<file path="src/rtl/serial_adder_ctrl_pkg.sv">
// Shared state encoding and default width for the bit-serial adder controller.
package serial_adder_ctrl_pkg;

    localparam int N_DEF = 8;

    typedef enum logic [1:0] {
        ST_IDLE = 2'd0,
        ST_RUN  = 2'd1,
        ST_DONE = 2'd2
    } state_e;

endpackage

</file>
<file path="src/rtl/fulladder.sv">
// One-bit full adder cell from the iterative-networks lab.
module fulladder (
    input  logic A,
    input  logic B,
    input  logic Cin,
    output logic S,
    output logic Cout
);

    assign S    = A ^ B ^ Cin;
    assign Cout = (A & B) | (Cin & (A ^ B));

endmodule

</file>
<file path="src/rtl/serial_adder_ctrl.sv">
// Bit-serial N-bit adder: one full-adder cell reused over N cycles, LSB first,
// with the carry held in a flop between bits.
module serial_adder_ctrl
    import serial_adder_ctrl_pkg::*;
#(
    parameter int N = N_DEF
) (
    input  logic         clk,
    input  logic         rst,
    input  logic         start,
    input  logic [N-1:0] A,
    input  logic [N-1:0] B,
    input  logic         Cin,
    output logic         busy,
    output logic         done,
    output logic [N-1:0] S,
    output logic         Cout
);

    localparam int CW = $clog2(N);
    localparam logic [CW-1:0] CNT_LAST = CW'(N - 1);

    state_e        state_q, state_d;
    logic [N-1:0]  a_sh_q, a_sh_d;
    logic [N-1:0]  b_sh_q, b_sh_d;
    logic [N-1:0]  sum_sh_q, sum_sh_d;
    logic          c_ff_q, c_ff_d;
    logic [CW-1:0] cnt_q, cnt_d;
    logic [N-1:0]  s_q, s_d;
    logic          cout_q, cout_d;
    logic          busy_q, busy_d;
    logic          done_q, done_d;

    logic fa_s, fa_cout;

    fulladder u_fa (
        .A    (a_sh_q[0]),
        .B    (b_sh_q[0]),
        .Cin  (c_ff_q),
        .S    (fa_s),
        .Cout (fa_cout)
    );

    always_comb begin
        state_d  = state_q;
        a_sh_d   = a_sh_q;
        b_sh_d   = b_sh_q;
        sum_sh_d = sum_sh_q;
        c_ff_d   = c_ff_q;
        cnt_d    = cnt_q;
        s_d      = s_q;
        cout_d   = cout_q;
        busy_d   = busy_q;
        done_d   = 1'b0;

        case (state_q)
            ST_IDLE: begin
                if (start) begin
                    a_sh_d  = A;
                    b_sh_d  = B;
                    c_ff_d  = Cin;
                    cnt_d   = '0;
                    busy_d  = 1'b1;
                    state_d = ST_RUN;
                end
            end
            ST_RUN: begin
                a_sh_d   = a_sh_q >> 1;
                b_sh_d   = b_sh_q >> 1;
                sum_sh_d = {fa_s, sum_sh_q[N-1:1]};
                c_ff_d   = fa_cout;
                cnt_d    = cnt_q + CW'(1);
                if (cnt_q == CNT_LAST) begin
                    // After N shifts the first sum bit has landed in bit 0.
                    s_d     = sum_sh_d;
                    cout_d  = fa_cout;
                    cnt_d   = '0;
                    done_d  = 1'b1;
                    busy_d  = 1'b0;
                    state_d = ST_DONE;
                end
            end
            ST_DONE: begin
                state_d = ST_IDLE;
            end
            default: begin
                busy_d  = 1'b0;
                state_d = ST_IDLE;
            end
        endcase
    end

    always_ff @(posedge clk or posedge rst) begin
        if (rst) begin
            state_q  <= ST_IDLE;
            a_sh_q   <= '0;
            b_sh_q   <= '0;
            sum_sh_q <= '0;
            c_ff_q   <= 1'b0;
            cnt_q    <= '0;
            s_q      <= '0;
            cout_q   <= 1'b0;
            busy_q   <= 1'b0;
            done_q   <= 1'b0;
        end else begin
            state_q  <= state_d;
            a_sh_q   <= a_sh_d;
            b_sh_q   <= b_sh_d;
            sum_sh_q <= sum_sh_d;
            c_ff_q   <= c_ff_d;
            cnt_q    <= cnt_d;
            s_q      <= s_d;
            cout_q   <= cout_d;
            busy_q   <= busy_d;
            done_q   <= done_d;
        end
    end

    assign busy = busy_q;
    assign done = done_q;
    assign S    = s_q;
    assign Cout = cout_q;

endmodule

</file>
<file path="config.mk">
export PLATFORM = sky130hd
export DESIGN_NAME = serial_adder_ctrl
export DESIGN_NICKNAME = d
export VERILOG_FILES = /design/src/rtl/serial_adder_ctrl_pkg.sv /design/src/rtl/fulladder.sv /design/src/rtl/serial_adder_ctrl.sv
export SDC_FILE = /design/constraint.sdc
export NUM_CORES = 1
export LEC_CHECK = 0
export ABC_AREA = 1
export CORE_MARGIN = 8
export CORE_UTILIZATION = 54
export DETAILED_ROUTE_END_ITERATION = 10
export MAX_ROUTING_LAYER = met4
export PLACE_DENSITY_LB_ADDON = 0.15
export SYNTH_ARGS = -nofsm -noshare
export SYNTH_HDL_FRONTEND = slang
export SYNTH_SLANG_ARGS = --single-unit
export TNS_END_PERCENT = 1
</file>
<file path="constraint.sdc">
create_clock -name clk -period 1.97 [get_ports clk]
set_clock_uncertainty 0.2 [all_clocks]
set_input_delay 0.197 -clock clk [delete_from_list [all_inputs] [get_ports clk]]
set_output_delay 0.197 -clock clk [all_outputs]
set_load 0.02 [all_outputs]
</file>
# Word level (Yosys, flattened, before mapping)

Index checks and enable logic that the tools add are counted.

Bits in latches: 0
Register bits: 41
Bits in read-only memories: 0
Memories: 0
Word-level logic and storage cells: 45
Input port bits: 20
Bits in writable memories: 0
Output and inout bits: 11

Div/mod/pow operators: 0
Order comparisons: 0
Mux-type cells: 17
$mul: 0
Equality and inequality tests: 5
$add $sub $neg: 1
Bitwise gates (word level): 6
Shift operators: 0
Reduce and logical (&&, ||, !) cells: 6

Operators with widths:

| cell                                          | count |
|---|---|
| case mux 8 bit (2 select lines)               | 2 |
| two-way mux 8 bit                             | 2 |
| two-way mux 3 bit                             | 2 |
| case mux 3 bit (2 select lines)               | 1 |
| AND reduction 2 bit                           | 3 |
| two-way mux 1 bit                             | 5 |
| two-way mux 2 bit                             | 2 |
| != test 2 bit, second input constant          | 2 |
| case mux 2 bit (2 select lines)               | 1 |
| adder 3 x 1 -> 3 bit, second input constant   | 1 |
| == test 3 bit, second input constant          | 1 |
| case mux 1 bit (3 select lines)               | 1 |
| AND reduction 3 bit                           | 1 |
| bitwise AND 1 bit                             | 2 |
| == test 2 x 1 -> 1 bit, second input constant | 1 |
| == test 2 bit, second input constant          | 1 |
| logical NOT 2 bit                             | 1 |
| case mux 1 bit (2 select lines)               | 1 |
| nonzero test 2 bit                            | 1 |
| bitwise XOR 1 bit                             | 2 |
| NOT 1 bit                                     | 1 |
| bitwise OR 1 bit                              | 1 |

# Logic depth before layout (Yosys ltp)

Gate-level depths: netlist of the first run.

Word-level depth: 4
Gate-level depth with buffers: 7
Gate-level depth less buffers: 6

# Hierarchy

A second synthesis of the first run with hierarchy kept.

Cells, all modules: 229
Area total of the unflattened synthesis: 2139.6 um^2

By module, submodules not included:

| module            | seq. area each (um^2) | area an instance (um^2) | cells an instance | instances |
|---|---|---|---|---|
| serial_adder_ctrl | 1001.0                | 2119.5                  | 228               | 1 |
| fulladder         | 0.0                   | 20.0                    | 1                 | 1 |

# Least setup slack after synthesis of the first run

Ideal clock, no wire load.

Kind: reg2reg
Start point: reg cnt_q[0]
End point: reg s_q[0], in the netlist S[0]
Buffers on the path: 1
Setup slack: 0.547 ns
Data required time: 1.705 ns
Setup time: 0.065 ns
Arrival time: 1.158 ns
Cell stages (with the launch flop): 7
Period minus slack after synthesis: 1.423 ns
Cell sequence: dfrtp_1 > ha_1 > ha_1 > nand2_4 > buf_6 > nand2_1 > nand2_1

Word-level cells in the longest chain between the ends: 2

RTL lines:

| element                       | RTL line                 | source |
|---|---|---|
| start, declared               | serial_adder_ctrl.sv:28  | `logic [CW-1:0] cnt_q, cnt_d;` |
| start signal, assigned        | serial_adder_ctrl.sv:111 | `cnt_q <= cnt_d;` |
| == test 3 bit                 | serial_adder_ctrl.sv:73  | `if (cnt_q == CNT_LAST) begin` |
| AND reduction 2 bit (no line) | n/a                      |  |
| end signal, assigned          | serial_adder_ctrl.sv:101 | `s_q <= '0;` |
| end signal, assigned          | serial_adder_ctrl.sv:112 | `s_q <= s_d;` |
| end, declared                 | serial_adder_ctrl.sv:29  | `logic [N-1:0] s_q, s_d;` |

No other way between the ends.
A chain may end at the register's enable or synchronous reset.

# Worst setup path after layout of the first run

Start point: reg busy_q, in the netlist busy
End point: out busy

RTL lines:

| element                | RTL line                 | source |
|---|---|---|
| start, declared        | serial_adder_ctrl.sv:31  | `logic busy_q, busy_d;` |
| start signal, assigned | serial_adder_ctrl.sv:114 | `busy_q <= busy_d;` |
| end, declared          | serial_adder_ctrl.sv:14  | `output logic busy,` |

No word-level cell between the ends.

==> out/qor.txt, run 1 <==
Avg Synthesized Cell Area -> 9.343 um2
Antenna-violating nets left -> 0
Detailed placement HPWL -> 2590 um
Hold crit path type -> primary input to async pin
GRT overflow -> 0
DRC -> 0
Ys flop type -> dfrtp_1
Wire length of the first global-routing pass -> 6492 um
Slowest cell on the critical path -> clkdlybuf4s50_1
WL/cell -> 12.18 um
# setup viols final -> 0
Post-Syn Instances -> 229
Clk sinks -> 40
Initial Utilization -> 54.67%
Root buf cell -> clkbuf_8
Distinct cells, synth -> 22
Die area -> 6232 um2
Final wirelength -> 3788 um
H-tree depth -> 2
Grt met3 use -> 3.837%
CP Launch Type -> register
Final period utilization -> 84.34%
Total of max-cap violations -> 0
# diodes -> 0
Worst path cell trace -> clkdlybuf4s50_1
Layout area overhead -> 16.67%
Synth top area share -> 46.78%
P_int -> 2.198 mW
Top cells by area, synth -> dfrtp_1 (47%), nand2_1 (8.8%), nand3_2 (8.0%), nand3_1 (7.3%), inv_1 (6.8%)
Cell leakage power -> 1.257 nW
Most numerous cell in the Yosys netlist -> nand2_1
Vias in the first global route -> 1461
CP max stage delay -> 0.61 ns
Routing usage on met2 -> 21.38%
Slew Viols, Final -> 0
Setup TNS -> 0 ns
Required time of the worst setup path -> 1.57 ns
Die height -> 78.95 um
RSZ-0062 raised after global routing -> false
Psw -> 1.540 mW
Clk buf depth -> 2
Post-synth top area cell -> dfrtp_1
Commonest cells post-synth -> nand2_1 (50), dfrtp_1 (40), inv_1 (39)
Number of port buffers -> 30
Initial antenna violation count -> 0
Seq/Total Area, Yosys -> 46.78%
Yosys reg bits -> 40
Design area -> 2496 um2
CTS Buf Count -> 5
Crit path DAT -> 1.26 ns
Relative slew slack -> 65.48%
CP bufs+invs -> 1
M1 GR Usage -> 15.36%
Minimum clock period -> 1.662 ns
Synth Warn # -> 0
Final hold violations -> 0
Clk pin slew, worst setup/hold paths -> 0.08 ns
Global Route Usage Sum -> 13.41%
Post-CTS setup buffers -> 0
Final Util -> 63.78%
Family with the most delay on the worst path -> buffers and inverters
Peak supply drop -> 0.7898 mV
Highest clock rate -> 0.6018 GHz
Hold-fix buffers at CTS -> 0
Layout cells sized above 1 -> 22.22%
Critical Path End Type -> output pin
Worst Path Max Fanout -> 2
Worst Tran Pin Value -> 0.5178 ns
Part of the power in combinational logic -> 46.6%
DR vias -> 1520
Status -> completed
PD cells -> 1498 nW/um2
Largest net degree at the start of global routing -> 41
Reg power frac -> 38.2%
Vias per cell -> 4.887
Clk_lat worst skew -> 0.30 ns
Most Crowded Layer GR -> met2
Core Region -> 3914 um2
Mapped Nets -> 252
Router iterations before antenna repair -> 4
Die Span X -> 78.95 um
GPL Wtd Cong -> 0.7635
Initial DRC count -> 66
Nets -> 283
Switching share of power -> 41.20%
Asr flop ratio synth -> 100.0%
CTS tree -> done
Core Rows -> 23
Synthesized area -> 2140 um2
CTS resizes -> 0
Clock share of power -> 15.2%
Io pins -> 31
Critical path class -> register to output pin
Cell Area, Placed -> 2406 um2
Number of flops mapped to enable cells by yosys -> 0
Fillers -> 369
==> registers in the layout, summed over array words and instances, names as in the netlist <==
signal / flops
S: 8
a_sh_q: 8
b_sh_q: 8
sum_sh_q: 7
cnt_q: 3
state_q: 2
Cout: 1
busy: 1
c_ff_q: 1
done: 1
==> cell type report <==
class                           instances  area, um2  share of cell area, %
Clock buffer                            8      90.09                  3.609
Sequential cell                        40       1001                  40.10
Timing Repair Buffer                   36      357.8                  14.34
Multi-Input combinational cell        134      820.8                  32.88
Inverter                               43      163.9                  6.566
Tap cell                               50      62.56                  2.506
==> metrics by stage <==
step	hold WS, ns	power [mW]	instances	worst slack, ns
floorplan	0.1236	2.921	229	0.5468
global placement	0.2655	3.173	303	0.3845
detailed placement	0.2695	3.212	303	0.3728
CTS	0.1518	3.788	311	0.2895
global route	0.2054	4.043	311	0.2689
finish	0.1313	3.739	311	0.3084
==> worst paths after layout <==
path,cells after the start,slack (ns),start,to
hold reg to reg,2,0.28,sum_sh_q[1],S[0]
min in group clk,3,0.25,B[7],b_sh_q[7]
setup / recovery,1,0.31,busy,busy
max in group asynchronous,3,1.08,rst,done
setup reg to reg,6,0.37,cnt_q[0],S[0]
hold / removal,3,0.13,rst,a_sh_q[0]
==> cells by family (layout without fill, tap and decap cells) <==
| logic type | Yosys count | in the layout | synth area share, % |
|---|---|---|---|
| buffers and inverters | 55 | 87 | 14.85 |
| adders and majority gates | 3 | 3 | 2.105 |
| AOI/OAI and AO/OA | 20 | 20 | 7.310 |
| and+or+nand+nor | 111 | 111 | 28.95 |
| DFF | 40 | 40 | 46.78 |
==> cells in the final DEF (no fill, tap or decap), drive strengths merged <==
cell           count
nand2             59
nand3             48
inv               42
dfrtp             40
clkdlybuf4s50     30
o21ai             19
clkbuf             8
buf                6
nor2               4
ha                 2
a21oi              1
clkinv             1
fa                 1
==> layer usage <==
metal,up-vias,part of all wire [%]
met5,-,0
li1,772,-
met3,7,4.8
met1,714,47
met4,0,1.8
met2,27,47
==> power groups by stage <==
stage          clock network, mW  logic [mW]  registers (mW)
6_report                   0.567        1.74            1.43
3_5_place_dp                   0        1.77            1.45
3_3_place_gp                   0        1.73            1.44
4_1_cts                    0.584        1.77            1.43
5_1_grt                    0.613        1.97            1.46
2_1_floorplan                  0        1.43            1.49
Power figures use the tool's default switching activity.
==> inputs of run 2 (changes only) <==
CORE_UTILIZATION = 49   (was 54)
clock period = 1.5 ns   (was 1.97 ns; I/O delays follow)
==> run 2 against run 1 <==
Against the previous run: sequential power increased by 31%; global-route usage decreased by 0.29 points; register-to-register slack got worse by 0.28 ns; power increased by 37%; cell area increased by 5.0%; largest cell class unchanged; first-iteration DRC count increased by 14%; sequential cell count unchanged; clock power increased by 54%; utilization decreased by 2.8 points; via count increased by 1.5%; sequential share of layout area decreased by 1.9 points.
==> out/qor.txt, run 2 (synthesis gave the netlist of run 1 again) <==
GPL Wtd Cong -> 0.7516
Nets -> 293
Cell leakage power -> 1.359 nW
CP Launch Type -> register
Core Region -> 4294 um2
# setup viols final -> 0
RSZ-0062 raised after global routing -> false
Relative slew slack -> 84.62%
Critical path class -> register to register
Total of max-cap violations -> 0
Status -> completed
Highest clock rate -> 0.7078 GHz
Critical R2R Launch -> c_ff_q
Final hold violations -> 0
Die Span X -> 82.08 um
Initial DRC count -> 75
Layout area overhead -> 22.46%
Setup TNS -> 0 ns
Clk buf depth -> 2
Initial antenna violation count -> 0
Vias per cell -> 4.777
Router iterations before antenna repair -> 4
Origin of the worst setup path -> c_ff_q
Global Route Usage Sum -> 13.12%
# diodes -> 0
Worst Tran Pin Value -> 0.2307 ns
Hold crit path type -> primary input to async pin
Post-place setup slack -> 0.05148 ns
Detailed placement HPWL -> 2827 um
Peak supply drop -> 0.8400 mV
Final period utilization -> 94.19%
H-tree depth -> 2
CTS tree -> done
DR vias -> 1543
Core Rows -> 24
PD cells -> 1958 nW/um2
Wire length of the first global-routing pass -> 6686 um
Io pins -> 31
Clk sinks -> 40
Final wirelength -> 3890 um
Most frequent cells in the layout -> nand2_1 (50), dfrtp_1 (40), inv_1 (38)
Worst Slack Setup Final -> 0.08711 ns
DRC -> 0
Number of port buffers -> 30
Worst Path Max Fanout -> 2
GRT overflow -> 0
Required time of the worst setup path -> 1.49 ns
Die height -> 82.08 um
Minimum clock period -> 1.413 ns
Commonest non-fill, non-tap cell in the layout -> nand2_1
Slew Viols, Final -> 0
Vias in the first global route -> 1508
Initial Utilization -> 49.83%
Crit path DAT -> 1.40 ns
Hold Slack -> 0.009455 ns
WL/cell -> 12.04 um
Die area -> 6737 um2
Clk pin slew, worst setup/hold paths -> 0.08 ns
CTS Buf Count -> 5
Antenna-violating nets left -> 0
Critical Path End Type -> register
Root buf cell -> clkbuf_8
Largest net degree at the start of global routing -> 41
Hold-fix buffers at CTS -> 0
Fillers -> 368
Clk_lat worst skew -> 0.29 ns
Layout cells sized above 1 -> 26.20%
==> run 2: cell types whose count changed in the layout (fill, tap and decap cells not counted), sizes merged <==
cell           previous run  this run
dlygate4sd2               0        11
clkbuf                    8         6
buf                       6        16
clkdlybuf4s50            30        19
clkinv                    1         2
bufinv                    0         1
==> run 2: worst max-delay path, cell delays in order (launching register included) <==
cell and delay, ns:
dfrtp_1 0.41, fa_1 0.43, inv_2 0.07, nand3_1 0.07, nand3_1 0.08, nand2_1 0.05
==> run 2: final timing paths <==
| path | endpoint | cells past startpoint | slack (ns) |
|---|---|---|---|
| worst min register to register | S[6] | 2 | 0.28 |
| worst max-delay path | c_ff_q | 5 | 0.09 |
| worst max register to register | c_ff_q | 5 | 0.09 |
| min in group clk | b_sh_q[7] | 3 | 0.22 |
| worst min-delay path | b_sh_q[2] | 3 | 0.009 |
| max in group asynchronous | b_sh_q[6] | 3 | 0.89 |
==> run 2: timing repair <==
action,in CTS,in global routing
setup buffers,0,1
gates resized for setup,11,3
setup endpoints to repair,11,8
hold endpoints to repair,0,0
==> run 2: final cells by class <==
cell class              count  area (um2)  share of cell area, %
clock inverters             2       35.03                  1.337
multi-input cells         134       823.3                  31.42
flip-flops and latches     40        1001                  38.20
clock buffers               6       72.57                  2.770
well taps                  52       65.06                  2.483
repair buffers             46       456.7                  17.43
inverters                  43       166.4                  6.352
==> run 2: report_power, final <==
| part | switching (mW) | leakage, nW | internal, mW |
|---|---|---|---|
| clock network | 0.377 | 0.0552 | 0.494 |
| registers | 0.314 | 0.496 | 1.56 |
| logic | 1.36 | 0.808 | 1.02 |
==> run 2: stage by stage <==
stage,std cells,power (mW),util (%),cell area [um2]
floorplan,229,3.836,-,2140
global placement,314,4.309,58.54,2514
detailed placement,314,4.368,58.54,2514
CTS,322,5.177,60.72,2608
global route,323,5.575,61.01,2620
finish,323,5.129,61.01,2620
==> run 2: metal layers <==
metal  up-vias  share of wire, %  wire, um  global-route usage, %
met5         -                 0         0                      -
met4         0              0.90        35                  4.211
met3         4               5.3       206                  4.267
met2        28                47      1832                  19.65
met1       719                47      1816                  16.37
li1        792                 -         -                      -
==> inputs of run 3 (changes only) <==
HOLD_SLACK_MARGIN = 0.08   (was not set)
==> run 3 against run 2 <==
Against the previous run: cell area is 0.38% higher; final cell count is 0.31% higher; die area stayed put; utilization is 0.23 points higher; fmax hardly changed; wire length is 0.36% higher; via count is 0.71% higher; critical path type unchanged; highest routed layer unchanged.
==> out/qor.txt, run 3 (synthesis gave the netlist of run 1 again) <==
Worst Tran Pin Value -> 0.2333 ns
Cell Area, Placed -> 2514 um2
CP Launch Type -> register
Clk sinks -> 40
GRT overflow -> 0
Inst Count DP -> 314
Antenna-violating nets left -> 0
Die Span X -> 82.08 um
H-tree depth -> 2
Total of max-cap violations -> 0
Initial antenna violation count -> 0
Final period utilization -> 94.20%
Status -> completed
CP bufs+invs -> 1
Hold crit path type -> primary input to register
Core Rows -> 24
Initial DRC count -> 66
Setup TNS -> 0 ns
Relative slew slack -> 84.44%
Crit path DAT -> 1.40 ns
Detailed placement HPWL -> 2827 um
Number of port buffers -> 30
Slew Viols, Final -> 0
Layout cells sized above 1 -> 26.10%
Vias per cell -> 4.796
Non-filler cells, final -> 324
Final wirelength -> 3904 um
Multi-input gate area -> 823.3 um2
Slowest cell on the critical path -> fa_1
Register area -> 1001 um2
Final hold violations -> 0
Nets -> 294
CTS tree -> done
Clk_lat worst skew -> 0.30 ns
Critical Path End Type -> register
CP dominant cell by count -> nand3_1
Vias in the first global route -> 1520
Fillers -> 367
Die height -> 82.08 um
Wire length of the first global-routing pass -> 6713 um
Required time of the worst setup path -> 1.49 ns
PD cells -> 1951 nW/um2
Layout area overhead -> 22.92%
GPL Wtd Cong -> 0.7516
Core Region -> 4294 um2
Worst Path Max Fanout -> 2
DRC -> 0
Design area -> 2630 um2
Highest clock rate -> 0.7077 GHz
DR vias -> 1554
Io pins -> 31
Clk buf depth -> 2
Initial Utilization -> 49.83%
Critical path class -> register to register
Largest net degree at the start of global routing -> 41
RSZ-0062 raised after global routing -> false
WL/cell -> 12.05 um
Root buf cell -> clkbuf_8
Cell leakage power -> 1.363 nW
Clk pin slew, worst setup/hold paths -> 0.07 ns
Most frequent cells in the layout -> nand2_1 (50), dfrtp_1 (40), inv_1 (38)
Commonest non-fill, non-tap cell in the layout -> nand2_1
CTS Buf Count -> 5
Global Route Usage Sum -> 13.17%
Peak supply drop -> 0.8402 mV
# diodes -> 0
# setup viols final -> 0
Minimum clock period -> 1.413 ns
Family with the most delay on the worst path -> adder cells
Router iterations before antenna repair -> 4
Worst path cell trace -> fa_1 -> inv_2 -> nand3_1 -> nand3_1 -> nand2_1
Die area -> 6737 um2
CP max stage delay -> 0.43 ns
-- run 3: cell count changes in the layout (fill, tap and decap cells not counted) --
cell           before  now
dlygate4sd3_1       0    1
-- run 3: final timing paths --
kind,from,end,slack [ns],depth (start not counted)
worst min register to register,S[6],S[6],0.28,2
worst max register to register,c_ff_q,c_ff_q,0.09,5
worst max-delay path,c_ff_q,c_ff_q,0.09,5
min in group asynchronous,rst,b_sh_q[2],0.57,4
max in group asynchronous,rst,b_sh_q[6],0.33,4
worst min-delay path,B[7],b_sh_q[7],0.22,3
-- run 3: through the flow --
stage                     hold WS (ns)  worst slack [ns]  power, mW  utilization (%)
after floorplan                0.07660           0.07677      3.836                -
after global placement          0.2601           0.06450      4.309            58.54
after detailed placement        0.2683           0.05148      4.368            58.54
after CTS                       0.2208           0.03827      5.179            60.96
after global routing            0.2455          0.002361      5.577            61.25
final                           0.2237           0.08694      5.131            61.25
-- run 3: cell type report --
class | instances | area share [%]
timing repair buffer | 47 | 17.75
multi-input combinational | 134 | 31.30
sequential | 40 | 38.06
clock buffer | 6 | 2.759
inverter | 43 | 6.327
tap | 52 | 2.474
clock inverter | 2 | 1.332
-- run 3: tightest hold or removal path, stage by stage --
cell	delay (ns)
clkdlybuf4s50_1	0.40
nand2_1	0.07
o21ai_1	0.05
-- run 3: repair_timing --
item | 4_1_cts | 5_1_grt
pin swaps | 0 | 0
endpoints found under the hold margin | 40 | 0
buffers inserted | 0 | 1
hold buffers | 1 | 0
setup endpoints to repair | 11 | 8
resized for setup | 11 | 3
gates cloned | 0 | 0
-- run 3: power by group --
group	internal [mW]	switching (mW)	total, mW
registers	1.56	0.314	1.87
clock network	0.494	0.378	0.872
logic	1.02	1.36	2.38
total	3.08	2.05	5.13
-- run 3: metal layers --
layer,vias to the layer above,share of wire (%),global-route usage (%)
met4,0,0.90,4.211
met2,31,47,19.81
met5,-,0,-
li1,796,-,-
met3,4,5.5,4.267
met1,723,47,16.37
